===== src/rtl/ni_pkt_enc.sv =====
// Network-interface packet encoder: builds head/body/tail flits and injects them under credit flow.
// Optional MCAST_SELF_STRIP_EN removes this node's own bit from multicast masks.
module ni_pkt_enc #(
    parameter int unsigned MY_X    = 0,
    parameter int unsigned MY_Y    = 0,
    parameter int unsigned ARRAY_W = 8,
    parameter int unsigned CREDITS = 4
) (
    input  logic        clk,
    input  logic        rst,
    input  logic        req_valid,
    output logic        req_ready,
    input  logic        req_um,
    input  logic [10:0] req_dst,
    input  logic [55:0] req_mask,
    input  logic [3:0]  req_len,
    input  logic [51:0] req_hdata,
    input  logic        pl_valid,
    output logic        pl_ready,
    input  logic [63:0] pl_data,
    output logic [65:0] flit_out,
    output logic        flit_valid,
    input  logic        credit_in,
    output logic        busy,
    output logic        pkt_sent,
    output logic        drop
);

    localparam int unsigned OwnId = MY_Y * ARRAY_W + MY_X;
    localparam int unsigned CntW  = $clog2(CREDITS + 1);

    if (OwnId > 55) begin : g_bad_id
        $error("ni_pkt_enc: own node id outside 0..55");
    end

    typedef enum logic [1:0] {StIdle, StHead, StBody, StDrop} state_e;

    state_e          state_q, state_d;
    logic [CntW-1:0] cnt_q, cnt_d;
    logic [3:0]      rem_q, rem_d;
    logic            um_q;
    logic [10:0]     dst_q;
    logic [55:0]     mask_q;
    logic [3:0]      len_q;
    logic [51:0]     hdata_q;

    logic [55:0]     eff_mask;
    logic [63:0]     head_word;
    logic [65:0]     flit_d;
    logic            launch, sent_d, drop_d;
    logic            accept, pl_hs, cnt_pos;

    always_comb begin
`ifdef MCAST_SELF_STRIP_EN
        eff_mask = req_mask & ~(56'd1 << OwnId);
`else
        eff_mask = req_mask;
`endif
    end

    assign accept    = req_valid && req_ready;
    assign pl_hs     = pl_valid && pl_ready;
    assign cnt_pos   = (cnt_q != '0);
    assign head_word = um_q ? {1'b1, mask_q, 7'd0} : {1'b0, dst_q, hdata_q};

    always_comb begin
        state_d = state_q;
        rem_d   = rem_q;
        launch  = 1'b0;
        flit_d  = flit_out;
        sent_d  = 1'b0;
        drop_d  = 1'b0;
        case (state_q)
            StIdle: begin
                if (accept) begin
                    rem_d = req_len;
                    // Empty multicast: nothing to send, but its payload must still be drained
                    if (req_um && eff_mask == '0) begin
                        if (req_len == 4'd0) drop_d = 1'b1;
                        else                 state_d = StDrop;
                    end else begin
                        state_d = StHead;
                    end
                end
            end
            StHead: begin
                if (cnt_pos) begin
                    launch = 1'b1;
                    rem_d  = len_q;
                    if (len_q == 4'd0) begin
                        flit_d  = {2'b11, head_word};
                        sent_d  = 1'b1;
                        state_d = StIdle;
                    end else begin
                        flit_d  = {2'b00, head_word};
                        state_d = StBody;
                    end
                end
            end
            StBody: begin
                if (pl_hs && cnt_pos) begin
                    launch = 1'b1;
                    rem_d  = rem_q - 4'd1;
                    if (rem_q == 4'd1) begin
                        flit_d  = {2'b10, pl_data};
                        sent_d  = 1'b1;
                        state_d = StIdle;
                    end else begin
                        flit_d  = {2'b01, pl_data};
                    end
                end
            end
            StDrop: begin
                if (pl_hs) begin
                    rem_d = rem_q - 4'd1;
                    if (rem_q == 4'd1) begin
                        drop_d  = 1'b1;
                        state_d = StIdle;
                    end
                end
            end
            default: state_d = StIdle;
        endcase
    end

    // Launch and credit return on the same edge cancel; returns beyond CREDITS are ignored
    always_comb begin
        cnt_d = cnt_q;
        if (launch && !credit_in) begin
            cnt_d = cnt_q - 1'b1;
        end else if (!launch && credit_in && cnt_q != CntW'(CREDITS)) begin
            cnt_d = cnt_q + 1'b1;
        end
    end

    always_ff @(posedge clk or posedge rst) begin
        if (rst) begin
            state_q    <= StIdle;
            cnt_q      <= CntW'(CREDITS);
            rem_q      <= '0;
            um_q       <= 1'b0;
            dst_q      <= '0;
            mask_q     <= '0;
            len_q      <= '0;
            hdata_q    <= '0;
            flit_out   <= '0;
            flit_valid <= 1'b0;
            pkt_sent   <= 1'b0;
            drop       <= 1'b0;
            req_ready  <= 1'b1;
            pl_ready   <= 1'b0;
            busy       <= 1'b0;
        end else begin
            state_q    <= state_d;
            cnt_q      <= cnt_d;
            rem_q      <= rem_d;
            flit_out   <= flit_d;
            flit_valid <= launch;
            pkt_sent   <= sent_d;
            drop       <= drop_d;
            req_ready  <= (state_d == StIdle);
            pl_ready   <= (state_d == StBody && cnt_d != '0) || (state_d == StDrop);
            busy       <= (state_d != StIdle);
            if (state_q == StIdle && accept) begin
                um_q    <= req_um;
                dst_q   <= req_dst;
                mask_q  <= eff_mask;
                len_q   <= req_len;
                hdata_q <= req_hdata;
            end
        end
    end

endmodule


===== config.mk =====
export PLATFORM = sky130hd
export DESIGN_NAME = ni_pkt_enc
export DESIGN_NICKNAME = d
export VERILOG_FILES = /design/src/rtl/ni_pkt_enc.sv
export SDC_FILE = /design/constraint.sdc
export NUM_CORES = 1
export LEC_CHECK = 0
export CORE_MARGIN = 2
export CORE_UTILIZATION = 48
export CTS_CLUSTER_DIAMETER = 200
export DETAILED_ROUTE_END_ITERATION = 16
export PLACE_DENSITY_LB_ADDON = 0.2
export SLEW_MARGIN = 25
export SYNTH_ARGS = -nofsm -noshare
export SYNTH_HDL_FRONTEND = slang
export SYNTH_SLANG_ARGS = --single-unit
export TNS_END_PERCENT = 30

===== constraint.sdc =====
create_clock -name clk -period 9.18 [get_ports clk]
set_input_delay 2.295 -clock clk [delete_from_list [all_inputs] [get_ports clk]]
set_output_delay 2.295 -clock clk [all_outputs]
set_load 0.005 [all_outputs]

# Word-level counts from Yosys, hierarchy flattened
# Index checks and enable logic that the tools add are counted.
[op_classes]
add_sub_neg = 3
n_eq_ne = 11
n_mux = 35
reduce_logical = 23
[op_table]
columns = ["op", "n"]
rows = [
  ["66-bit 2-to-1 mux", 4],
  ["66-bit case mux with 2 select lines", 1],
  ["64-bit 2-to-1 mux", 1],
  ["56-bit zero test", 1],
  ["2-bit 2-to-1 mux", 8],
  ["4-bit 2-to-1 mux", 4],
  ["4-bit case mux with 4 select lines", 1],
  ["1-bit 2-to-1 mux", 10],
  ["1-bit logical AND", 9],
  ["2-bit equality test, second input constant", 4],
  ["4-bit zero test", 2],
  ["2-bit inequality test, second input constant", 4],
  ["2-bit case mux with 4 select lines", 1],
  ["3-bit 2-to-1 mux", 2],
  ["1-bit case mux with 2 select lines", 3],
  ["3-bit nonzero test", 2],
  ["4-bit by 1-bit equality test with 1-bit output, second input constant", 1],
  ["2-bit zero test", 2],
  ["4-bit AND reduction", 1],
  ["2-bit nonzero test", 2],
  ["4-bit by 1-bit subtractor with 4-bit output, second input constant", 1],
  ["3-bit by 1-bit adder with 3-bit output, second input constant", 1],
  ["3-bit inequality test, second input constant", 1],
  ["3-bit AND reduction", 1],
  ["4 further kinds", 5],
]
[word_totals]
register_bits = 205
out_inout_bits = 72
elab_cells = 87

# Longest topological paths before layout
# Gate-level depths: netlist of run 1.
[logic_depth]
depth_word = 12
depth_mapped = 10
ltp_nobuf = 8

# Worst setup path after synthesis of run 1
# No wires, ideal clock.
[synth_path]
path_kind = "input-to-reg"
startpoint = "in pl_valid"
endpoint = "reg pl_ready"
arrival_time_ns = 3.389
t_required_ns = 9.039
setup_slack_ns = 5.651
path_stages = 5
path_cell_list = "a31oi_1 -> or3_4 -> a311o_1 -> a32oi_1 -> a22oi_1"
[synth_via]
elab_chain_cells = 12
[synth_lines]
columns = ["item", "line_no", "text"]
rows = [
  ["start, declared", "18", "input logic pl_valid,"],
  ["1-bit logical AND *", "62", "assign pl_hs = pl_valid && pl_ready;"],
  ["1-bit logical AND", "101", "if (pl_hs && cnt_pos) begin"],
  ["1-bit 2-to-1 mux", "101", ""],
  ["1-bit case mux with 2 select lines", "73", "case (state_q)"],
  ["1-bit zero test", "131", "end else if (!launch && credit_in && cnt_q != CntW'(CREDITS)) begin"],
  ["1-bit logical AND (2 in series)", "131", ""],
  ["3-bit 2-to-1 mux", "131", ""],
  ["3-bit 2-to-1 mux", "129", "if (launch && !credit_in) begin"],
  ["3-bit nonzero test", "162", "pl_ready <= (state_d == StBody && cnt_d != '0) || (state_d == StDrop);"],
  ["1-bit logical AND", "162", ""],
  ["1-bit logical OR *", "162", ""],
  ["end signal, assigned", "162", ""],
  ["end, declared", "19", "output logic pl_ready,"],
]
# Every way passes the cells marked *; elsewhere a longest branch is shown, timed or not.
# A chain may end at the register's enable or synchronous reset.

# Worst setup path in the final report of run 1
[layout_path]
startpoint = "in req_valid"
endpoint = "reg len_q[3]"
[layout_via]
elab_chain_cells = 2
[layout_lines]
columns = ["item", "line_no", "text"]
rows = [
  ["start, declared", "11", "input logic req_valid,"],
  ["1-bit logical AND", "61", "assign accept = req_valid && req_ready;"],
  ["1-bit logical AND", "164", "if (state_q == StIdle && accept) begin"],
  ["end signal, assigned", "168", "len_q <= req_len;"],
  ["end, declared", "44", "logic [3:0] len_q;"],
]
# Every way passes these cells.

==> impl_metrics.py, run 1 <==
metrics = {
    "clocking": {
        "cts_resized": 0,
        "cts_max_level": 1,
        "cts_hold_buf": 0,
        "cts_tree": "built",
        "clock_sinks": 205,
        "clockRootBuffer": "clkbuf_16",
        "postCtsSetupRepairBufs": 0,
        "cts_buffers": 23,
        "clockBufferDepth": 3,
        "clk_latency_ps": 490,
        "cts.clk_slew.worst_paths_ps": 60,
    },
    "worst_hold_path": {
        "min_path_cells": 2,
        "hold_class": "flip-flop to flip-flop",
        "min_from": "flit_out[18]",
    },
    "synthesis": {
        "synth_most_common_cell": "dfrtp_1",
        "yosys-top-cells-area": "dfrtp_1 55%, mux2_1 7.8%, mux2_2 7.4%",
        "synth.net_count": 1024,
        "ys_types": 45,
        "yosysSeqAreaShare": 0.552,
        "synth_flop_cell": "dfrtp_1",
        "synth_warnings": 0,
        "yosys.area.top_type": "dfrtp_1",
        "syn_area_mm2": 0.00930,
        "synth-seq-cells": 205,
        "synth_top_area_frac": 0.546,
        "synthArstFlopShare": 1.00,
        "avgSynthCellArea_um2": 11.3,
        "synth_edf_count": 0,
        "ys_top_cells_by_count": "203 x dfrtp_1, 84 x nand2_1, 73 x o21ai_1",
        "syn_inst": 821,
    },
    "route": {
        "wl_per_cell_um": 17.7,
        "post_drt_via_cell_ratio": 5.28,
        "drt-total-wl_um": 23700,
        "dr.pass1.iters": 4,
        "detail-route-antenna-nets": 0,
        "drtIter0Drc": 322,
        "drc": 0,
        "vias": 7062,
    },
    "setup_path": {
        "r2r_start": "state_q[0]",
        "startpoint": "req_valid",
        "path_class": "input port to flip-flop",
        "worstSetupEndpoint": "len_q[3]",
        "crit_required_ps": 9560,
        "cp-start-kind": "input port",
        "cp-end-kind": "flip-flop",
        "cp_max_fo": 64,
        "rr_worst_depth": 5,
        "rr_endpoint": "len_q[3]",
        "worstPathArrival_ps": 4860,
        "r2r_slack_ps": 6230,
    },
    "cells_and_area": {
        "diodes": 0,
        "drive_gt1_frac": 0.104,
        "finalNetCount": 1266,
        "syn_to_final_growth_pct": 38.6,
    },
    "floorplanning": {
        "die_y_um": 143,
        "core_mm2": 0.0188,
        "die_w_um": 143,
        "start_util": 0.494,
        "io_pins": 265,
        "die_area_mm2": 0.0205,
        "rows": 50,
    },
    "run": {
        "cap_violations": 0,
    },
    "sta": {
        "whs_ps": 480,
        "hold_viol": 0,
        "fin_crit_sh": 0.488,
        "tightest_slew_ps": 933,
        "relSlewSlack": 0.378,
        "finalSetupViolCount": 0,
        "slew_violations": 0,
        "fmax_mhz": 223,
        "rsz0062_at_grt": "false",
        "skew_ps": 5.60,
        "period_minus_slack_ps": 4480,
        "setup_tns_ps": 0,
    },
    "power_and_ir_drop": {
        "power_mw": 4.33,
        "peakVddDrop_uv": 192,
        "p_per_area_mw_per_mm2": 336,
        "leakagePower_nw": 5.48,
    },
    "global_routing": {
        "antenna_found_initial": 0,
        "grt_max_degree": 124,
        "grt_pass1_wl_um": 36900,
        "track_usage": 0.228,
        "grt_pass1_vias": 7365,
        "grt_overflow": 0,
    },
    "place": {
        "dp_hpwl_um": 16500,
        "gp_congestion": 0.795,
        "port_buffers": 264,
    },
    "outcome": {
        "outcome": "finished clean",
    },
}
[stage by stage]
stage	cell area [µm²]	cells	worst slack, ps	utilization
after floorplan	9300	821	1290	-
after global placement	12100	1297	4200	0.643
final	12900	1338	4700	0.684
after CTS	12900	1338	4710	0.684
after detailed placement	12100	1298	4200	0.644
after global routing	12900	1338	4590	0.684
[where the power goes]
group          switching, mW  leakage (nW)  internal [mW]
Sequential             0.250          2.49           1.35
Clock                  0.358         0.374          0.564
Combinational          0.867          2.62          0.935
[routing by layer]
| metal | routed length (µm) | global-route usage | share of wire |
|---|---|---|---|
| met1 | 10100 | 0.296 | 0.43 |
| met2 | 11200 | 0.382 | 0.47 |
| met3 | 1740 | 0.0516 | 0.073 |
| met4 | 617 | 0.0698 | 0.026 |
| met5 | 0 | 0 | 0 |
[layout by cell type, fill, tap and decap left out, types with 3 or more instances in the layout]
cell type	Yosys	layout
a21oi_1	58	58
a22oi_1	11	11
a31oi_1	3	3
buf_4	1	5
clkbuf_1	29	6
clkbuf_16	0	23
clkbuf_8	0	6
clkdlybuf4s50_1	0	264
clkinv_2	0	3
dfrtp_1	203	202
ha_1	10	9
inv_1	8	7
mux2_1	64	64
mux2_2	61	61
mux2i_1	61	61
nand2_1	84	83
nand3_1	5	5
nand4_1	4	4
nor2_1	63	63
nor3_1	3	3
nor4_1	18	18
o21ai_0	7	7
o21ai_1	73	73
xnor2_1	3	3
[cell families after synthesis]
family | synth area share
flip-flops | 0.552
XOR/XNOR | 0.00283
AO/OA/AOI/OAI | 0.0950
buffers and inverters | 0.0289
multiplexers | 0.217
adder cells (fa/ha/maj) | 0.0135
AND/OR/NAND/NOR | 0.0907
[worst max-delay path: stages]
cell and delay [ps]:
clkdlybuf4s50_1 520, and3_4 750, buf_4 790, mux2_2 430
[area by class of cell]
class | count | area [µm²]
inverters | 11 | 48.8
repair buffers | 270 | 2700
fillers | 1469 | 5940
flip-flops and latches | 205 | 5140
clock inverters | 5 | 75.1
clock buffers | 35 | 681
well taps | 260 | 325
multi-input cells | 552 | 3920
[state kept, by name, summed over array words and instances (netlist names), 2 cells and up]
signal    count
cnt_q         3
dst_q        11
flit_out     66
hdata_q      52
len_q         4
mask_q       56
rem_q         4
state_q       2
[worst min-delay path by stage]
| stage | slack (ps) | to |
|---|---|---|
| detailed placement | 470 | hdata_q[42] |
| global placement | 470 | hdata_q[42] |
| CTS | 490 | flit_out[24] |
| finish | 480 | flit_out[18] |
| global route | 500 | hdata_q[12] |
| floorplan | 460 | hdata_q[11] |
Note: power is estimated with default switching activity, not from simulation.
==> inputs of run 2 (changes only) <==
==> constraint.sdc (replaced) <==
create_clock -name clk -period 4.3 [get_ports clk]
set_input_delay 1.075 -clock clk [delete_from_list [all_inputs] [get_ports clk]]
set_output_delay 1.075 -clock clk [all_outputs]
set_load 0.005 [all_outputs]
==> run 2 against run 1 <==
  * Hold slack gained 2.0 ps
  * Cell area grew 0.77%
  * Critical endpoint is now busy
  * Combinational power grew 120%
  * Highest routed layer unchanged
  * Sequential power grew 120%
  * Largest power group unchanged
  * Largest cell class unchanged
  * Clock-buffer cell count shrank 2
==> impl_metrics.py, run 2 (same netlist as run 1, synthesis figures left out) <==
metrics = {
    "global_routing": {
        "use_met1": 0.305,
        "grt_pass1_wl_um": 38300,
        "grt_pass1_vias": 7263,
        "grt_overflow": 0,
        "grt_max_degree": 76,
        "grt_busiest_layer": "met2",
        "grt_use_met2": 0.388,
        "grtUsageMet3": 0.0580,
        "track_usage": 0.236,
        "antenna_found_initial": 0,
    },
    "cells_and_area": {
        "drive_gt1_frac": 0.110,
        "regArea_mm2": 0.00514,
        "layout_common_cells": "264 x clkdlybuf4s50_1, 202 x dfrtp_1, 83 x nand2_1",
        "final_cell_count_no_fill": 1346,
        "top_regs": "flit_out x66, mask_q x56, hdata_q x52",
        "fill_cells": 1451,
        "final_common_cell": "clkdlybuf4s50_1",
        "syn_to_final_growth_pct": 39.7,
        "top_register": "flit_out",
        "multi_input_area_mm2": 0.00392,
        "finalNetCount": 1271,
        "largest_register_ffs": 66,
    },
    "run": {
        "cap_violations": 0,
    },
    "clocking": {
        "clock_sinks": 205,
        "cts_buffers": 23,
        "cts_max_level": 1,
        "cts.clk_slew.worst_paths_ps": 60,
        "cts_resized": 0,
        "cts_tree": "built",
        "cts_hold_buf": 0,
        "clockRootBuffer": "clkbuf_16",
        "postCtsSetupRepairBufs": 0,
        "clockBufferDepth": 3,
        "clk_latency_ps": 490,
    },
    "power_and_ir_drop": {
        "p_per_area_mw_per_mm2": 715,
        "pwr-share-comb": 0.417,
        "pwr-share-seq": 0.373,
        "p_int_mw": 6.12,
        "clockPowerShare": 0.210,
        "leakagePower_nw": 5.52,
        "switchingPower_mw": 3.16,
        "switching_share": 0.341,
        "peakVddDrop_uv": 413,
    },
    "sta": {
        "tightest_slew_ps": 821,
        "relSlewSlack": 0.448,
        "fmax_mhz": 335,
        "period_minus_slack_ps": 2980,
        "hold_viol": 0,
        "rsz0062_at_grt": "false",
        "slew_violations": 0,
        "finalSetupViolCount": 0,
        "setup_ws_ps": 1320,
        "fin_crit_sh": 0.694,
        "setup_tns_ps": 0,
        "skew_ps": 6.13,
    },
    "place": {
        "gp_congestion": 0.793,
        "dp_hpwl_um": 17100,
        "dpl.cell_count": 1303,
        "port_buffers": 264,
        "pre_cts_ws_ps": 679,
    },
    "floorplanning": {
        "die_y_um": 143,
        "start_util": 0.494,
        "core_mm2": 0.0188,
        "io_pins": 265,
        "die_w_um": 143,
        "die_area_mm2": 0.0205,
        "rows": 50,
    },
    "setup_path": {
        "cp-end-kind": "flip-flop",
        "max_stage_delay_ps": 660,
        "cp_cell_sequence": "clkdlybuf4s50_1 -> nor4_1 -> nand4_1 -> nor4_1 -> a2bb2oi_2 -> nand3_1",
        "path_class": "input port to flip-flop",
        "startpoint": "req_mask[13]",
        "r2r_start": "state_q[0]",
        "worstPathArrival_ps": 3340,
        "crit_required_ps": 4660,
        "critPathMostFrequentCell": "nor4_1",
        "cp_max_fo": 4,
        "rr_worst_depth": 7,
        "slowest_stage": "nor4_1",
        "cp-start-kind": "input port",
        "r2r_slack_ps": 1890,
    },
    "route": {
        "wl_per_cell_um": 17.9,
        "detail-route-antenna-nets": 0,
        "drc": 0,
        "drtIter0Drc": 249,
        "vias": 7112,
        "dr.pass1.iters": 6,
        "drt-total-wl_um": 24100,
        "post_drt_via_cell_ratio": 5.28,
    },
    "worst_hold_path": {
        "min_from": "hdata_q[45]",
        "hold_class": "flip-flop to flip-flop",
        "min_path_cells": 1,
    },
    "outcome": {
        "outcome": "finished clean",
    },
}
[run 2: cell types whose count changed in the layout (fill, tap and decap cells not counted), sizes merged]
cell | before | now
clkinvlp | 0 | 3
clkbuf | 35 | 33
diode | 0 | 2
buf | 6 | 11
clkinv | 5 | 6
inv | 9 | 8
[run 2: power groups by stage]
stage	clock, mW	sequential [mW]	combinational, mW
finish	1.95	3.47	3.87
global route	2.08	3.59	4.35
detailed placement	0	3.50	3.91
floorplan	0	3.32	2.60
CTS	2.00	3.47	3.93
global placement	0	3.55	3.70
[run 2: through the flow]
stage	util	power (mW)	area (µm²)	hold WS, ps
global route	0.689	10.0	13000	496
CTS	0.689	9.40	13000	487
global placement	0.648	7.25	12200	466
finish	0.690	9.29	13000	482
detailed placement	0.649	7.40	12200	474
floorplan	-	5.92	9300	457
[run 2: final cells by class]
cell class | count | area share
multi-input cells | 552 | 0.302
well taps | 260 | 0.0251
diodes | 2 | 0.000385
flip-flops and latches | 205 | 0.396
repair buffers | 275 | 0.215
inverters | 11 | 0.00347
clock inverters | 8 | 0.00732
clock buffers | 33 | 0.0511
[run 2: worst paths after layout]
| path | to |
|---|---|
| max | busy |
| min | hdata_q[45] |
| max reg2reg | pl_ready |
| min reg2reg | hdata_q[45] |
| max in group asynchronous | hdata_q[0] |
| min in group asynchronous | mask_q[12] |
[run 2: per-layer routing]
| layer | share of wire | up-vias |
|---|---|---|
| li1 | - | 3404 |
| met4 | 0.028 | 0 |
| met3 | 0.079 | 46 |
| met5 | 0 | - |
| met1 | 0.42 | 3435 |
| met2 | 0.47 | 227 |
[run 2: critical path, delay by kind of cell]
kind / cells / cell delay [ps]
simple gates: 4 / 1530
compound gates: 1 / 240
buf+inv: 1 / 480
==> inputs of run 3 (changes only) <==
--- a/config.mk
+++ b/config.mk
@@ -6,7 +6,7 @@
 export NUM_CORES = 1
 export LEC_CHECK = 0
 export CORE_MARGIN = 2
-export CORE_UTILIZATION = 48
+export CORE_UTILIZATION = 43
 export CTS_CLUSTER_DIAMETER = 200
 export DETAILED_ROUTE_END_ITERATION = 16
 export PLACE_DENSITY_LB_ADDON = 0.2
==> constraint.sdc (replaced) <==
create_clock -name clk -period 2.5 [get_ports clk]
set_input_delay 0.625 -clock clk [delete_from_list [all_inputs] [get_ports clk]]
set_output_delay 0.625 -clock clk [all_outputs]
set_load 0.005 [all_outputs]
==> run 3 against run 2 <==
  * Clock power rose by 66%
  * Largest cell class unchanged
  * Final cell count up 3.0%
  * Critical path type unchanged
  * Critical path depth rose by 2
  * Clock-buffer cell count fell by 5
  * Hold slack about the same
  * Via count up 0.35%
  * Worst setup slack worse by 1200 ps
  * Sequential share of layout area down 0.65 points
  * Core utilization down 6.6 points
  * Wire length increased by 2.6%
  * Die area up 11%
==> impl_metrics.py, run 3 (same netlist as run 1, synthesis figures left out) <==
metrics = {
    "global_routing": {
        "grt_pass1_wl_um": 38600,
        "track_usage": 0.214,
        "grt_overflow": 0,
        "antenna_found_initial": 0,
        "grt_max_degree": 91,
        "grt_pass1_vias": 7213,
    },
    "clocking": {
        "cts_buffers": 23,
        "cts_resized": 0,
        "cts.clk_slew.worst_paths_ps": 60,
        "clock_sinks": 205,
        "clockBufferDepth": 3,
        "clockRootBuffer": "clkbuf_16",
        "cts_max_level": 1,
        "cts_hold_buf": 0,
        "postCtsSetupRepairBufs": 0,
        "clk_latency_ps": 500,
        "cts_tree": "built",
    },
    "cells_and_area": {
        "multi_input_area_mm2": 0.00392,
        "fill_cells": 1775,
        "layout_common_cells": "264 x clkdlybuf4s50_1, 202 x dfrtp_1, 83 x nand2_1",
        "top_regs": "flit_out x66, mask_q x56, hdata_q x52",
        "diodes": 0,
        "syn_to_final_growth_pct": 42.0,
        "drive_gt1_frac": 0.132,
        "top_register": "flit_out",
        "largest_register_ffs": 66,
        "regArea_mm2": 0.00514,
        "fin_util": 0.624,
        "final_common_cell": "clkdlybuf4s50_1",
        "finalNetCount": 1299,
    },
    "setup_path": {
        "cp_max_fo": 4,
        "slowest_stage": "nor4_1",
        "path_class": "input port to flip-flop",
        "cp-start-kind": "input port",
        "r2r_start": "state_q[0]",
        "startpoint": "req_mask[17]",
        "rr_worst_depth": 7,
        "cp-end-kind": "flip-flop",
        "crit_required_ps": 2850,
        "worst-path-buf-inv": 3,
        "cp_cell_sequence": "clkdlybuf4s50_1 -> nor4_1 -> buf_4 -> nand4_1 -> nor4_1 -> buf_4 -> a2bb2oi_2 -> a22oi_1",
        "r2r_slack_ps": 160,
        "rr_endpoint": "pl_ready",
        "crit_family": "simple AND/OR/NAND/NOR gates",
        "max_stage_delay_ps": 510,
        "worstPathArrival_ps": 2700,
    },
    "sta": {
        "finalSetupViolCount": 0,
        "relSlewSlack": 0.538,
        "hold_viol": 0,
        "skew_ps": 19.5,
        "period_minus_slack_ps": 2350,
        "fin_crit_sh": 0.939,
        "fmax_mhz": 426,
        "setup_ws_ps": 152,
        "tightest_slew_ps": 693,
        "rsz0062_at_grt": "false",
        "slew_violations": 0,
    },
    "outcome": {
        "outcome": "finished clean",
    },
    "route": {
        "dr.pass1.iters": 4,
        "detail-route-antenna-nets": 0,
        "post_drt_via_cell_ratio": 5.15,
        "drtIter0Drc": 335,
        "drt-total-wl_um": 24700,
        "vias": 7137,
        "drc": 0,
        "wl_per_cell_um": 17.8,
    },
    "run": {
        "cap_violations": 0,
    },
    "place": {
        "pre_cts_ws_ps": -296,
        "dp_hpwl_um": 17600,
        "port_buffers": 264,
        "gp_congestion": 0.884,
    },
    "floorplanning": {
        "start_util": 0.440,
        "rows": 53,
        "die_area_mm2": 0.0228,
        "io_pins": 265,
        "core_mm2": 0.0212,
        "die_y_um": 151,
        "die_w_um": 151,
    },
    "power_and_ir_drop": {
        "power_mw": 16.0,
        "p_per_area_mw_per_mm2": 1210,
        "peakVddDrop_uv": 730,
        "leakagePower_nw": 5.64,
    },
    "worst_hold_path": {
        "hold_class": "flip-flop to flip-flop",
        "min_to": "flit_out[12]",
        "min_path_cells": 2,
        "min_from": "flit_out[12]",
    },
}
[run 3: changes by cell type in the layout (fill, tap and decap cells not counted)]
cell / change
buf_4: +25
clkbuf_8: -5
buf_12: +4
clkinvlp_4: +2
diode_2: -2
buf_16: -1
clkinv_2: +1
inv_6: +1
nor2b_1: -1
nor2b_2: +1
[run 3: layer usage]
layer | share of wire | track usage
met4 | 0.023 | 0.0579
met1 | 0.44 | 0.294
met2 | 0.47 | 0.348
met3 | 0.065 | 0.0413
met5 | 0 | 0
[run 3: cell type report]
type,instances,area share
clock buffers,28,0.0450
clock inverters,12,0.00938
inverters,11,0.00341
multi-input cells,552,0.297
flip-flops and latches,205,0.389
well taps,275,0.0261
repair buffers,303,0.230
[run 3: tightest hold or removal path, cell delays in order, from the launching register on]
cell     delay, ps
dfrtp_1        340
nand2_1         50
o21ai_1         60
[run 3: how the worst max path moves through the flow]
stage | end | slack (ps) | cells after the start
6_report | pl_ready | 150 | 8
5_1_grt | pl_ready | 20 | 7
4_1_cts | pl_ready | 140 | 7
3_5_place_dp | busy | -300 | 8
3_3_place_gp | req_ready | -280 | 8
2_1_floorplan | busy | -780 | 1
[run 3: where the power goes]
part	internal [mW]	switching, mW	leakage [nW]
clock network	1.90	1.33	0.342
logic	3.61	3.17	2.80
registers	4.97	0.991	2.49
total	10.5	5.49	5.64
[run 3: stage by stage]
step	area, µm²	hold slack, ps	TNS (ps)	instances
finish	13200	482	0	1386
global route	13200	498	0	1386
CTS	13200	487	0	1386
detailed placement	12500	474	-1270	1346
global placement	12500	466	-1260	1346
floorplan	9300	457	-158880	821
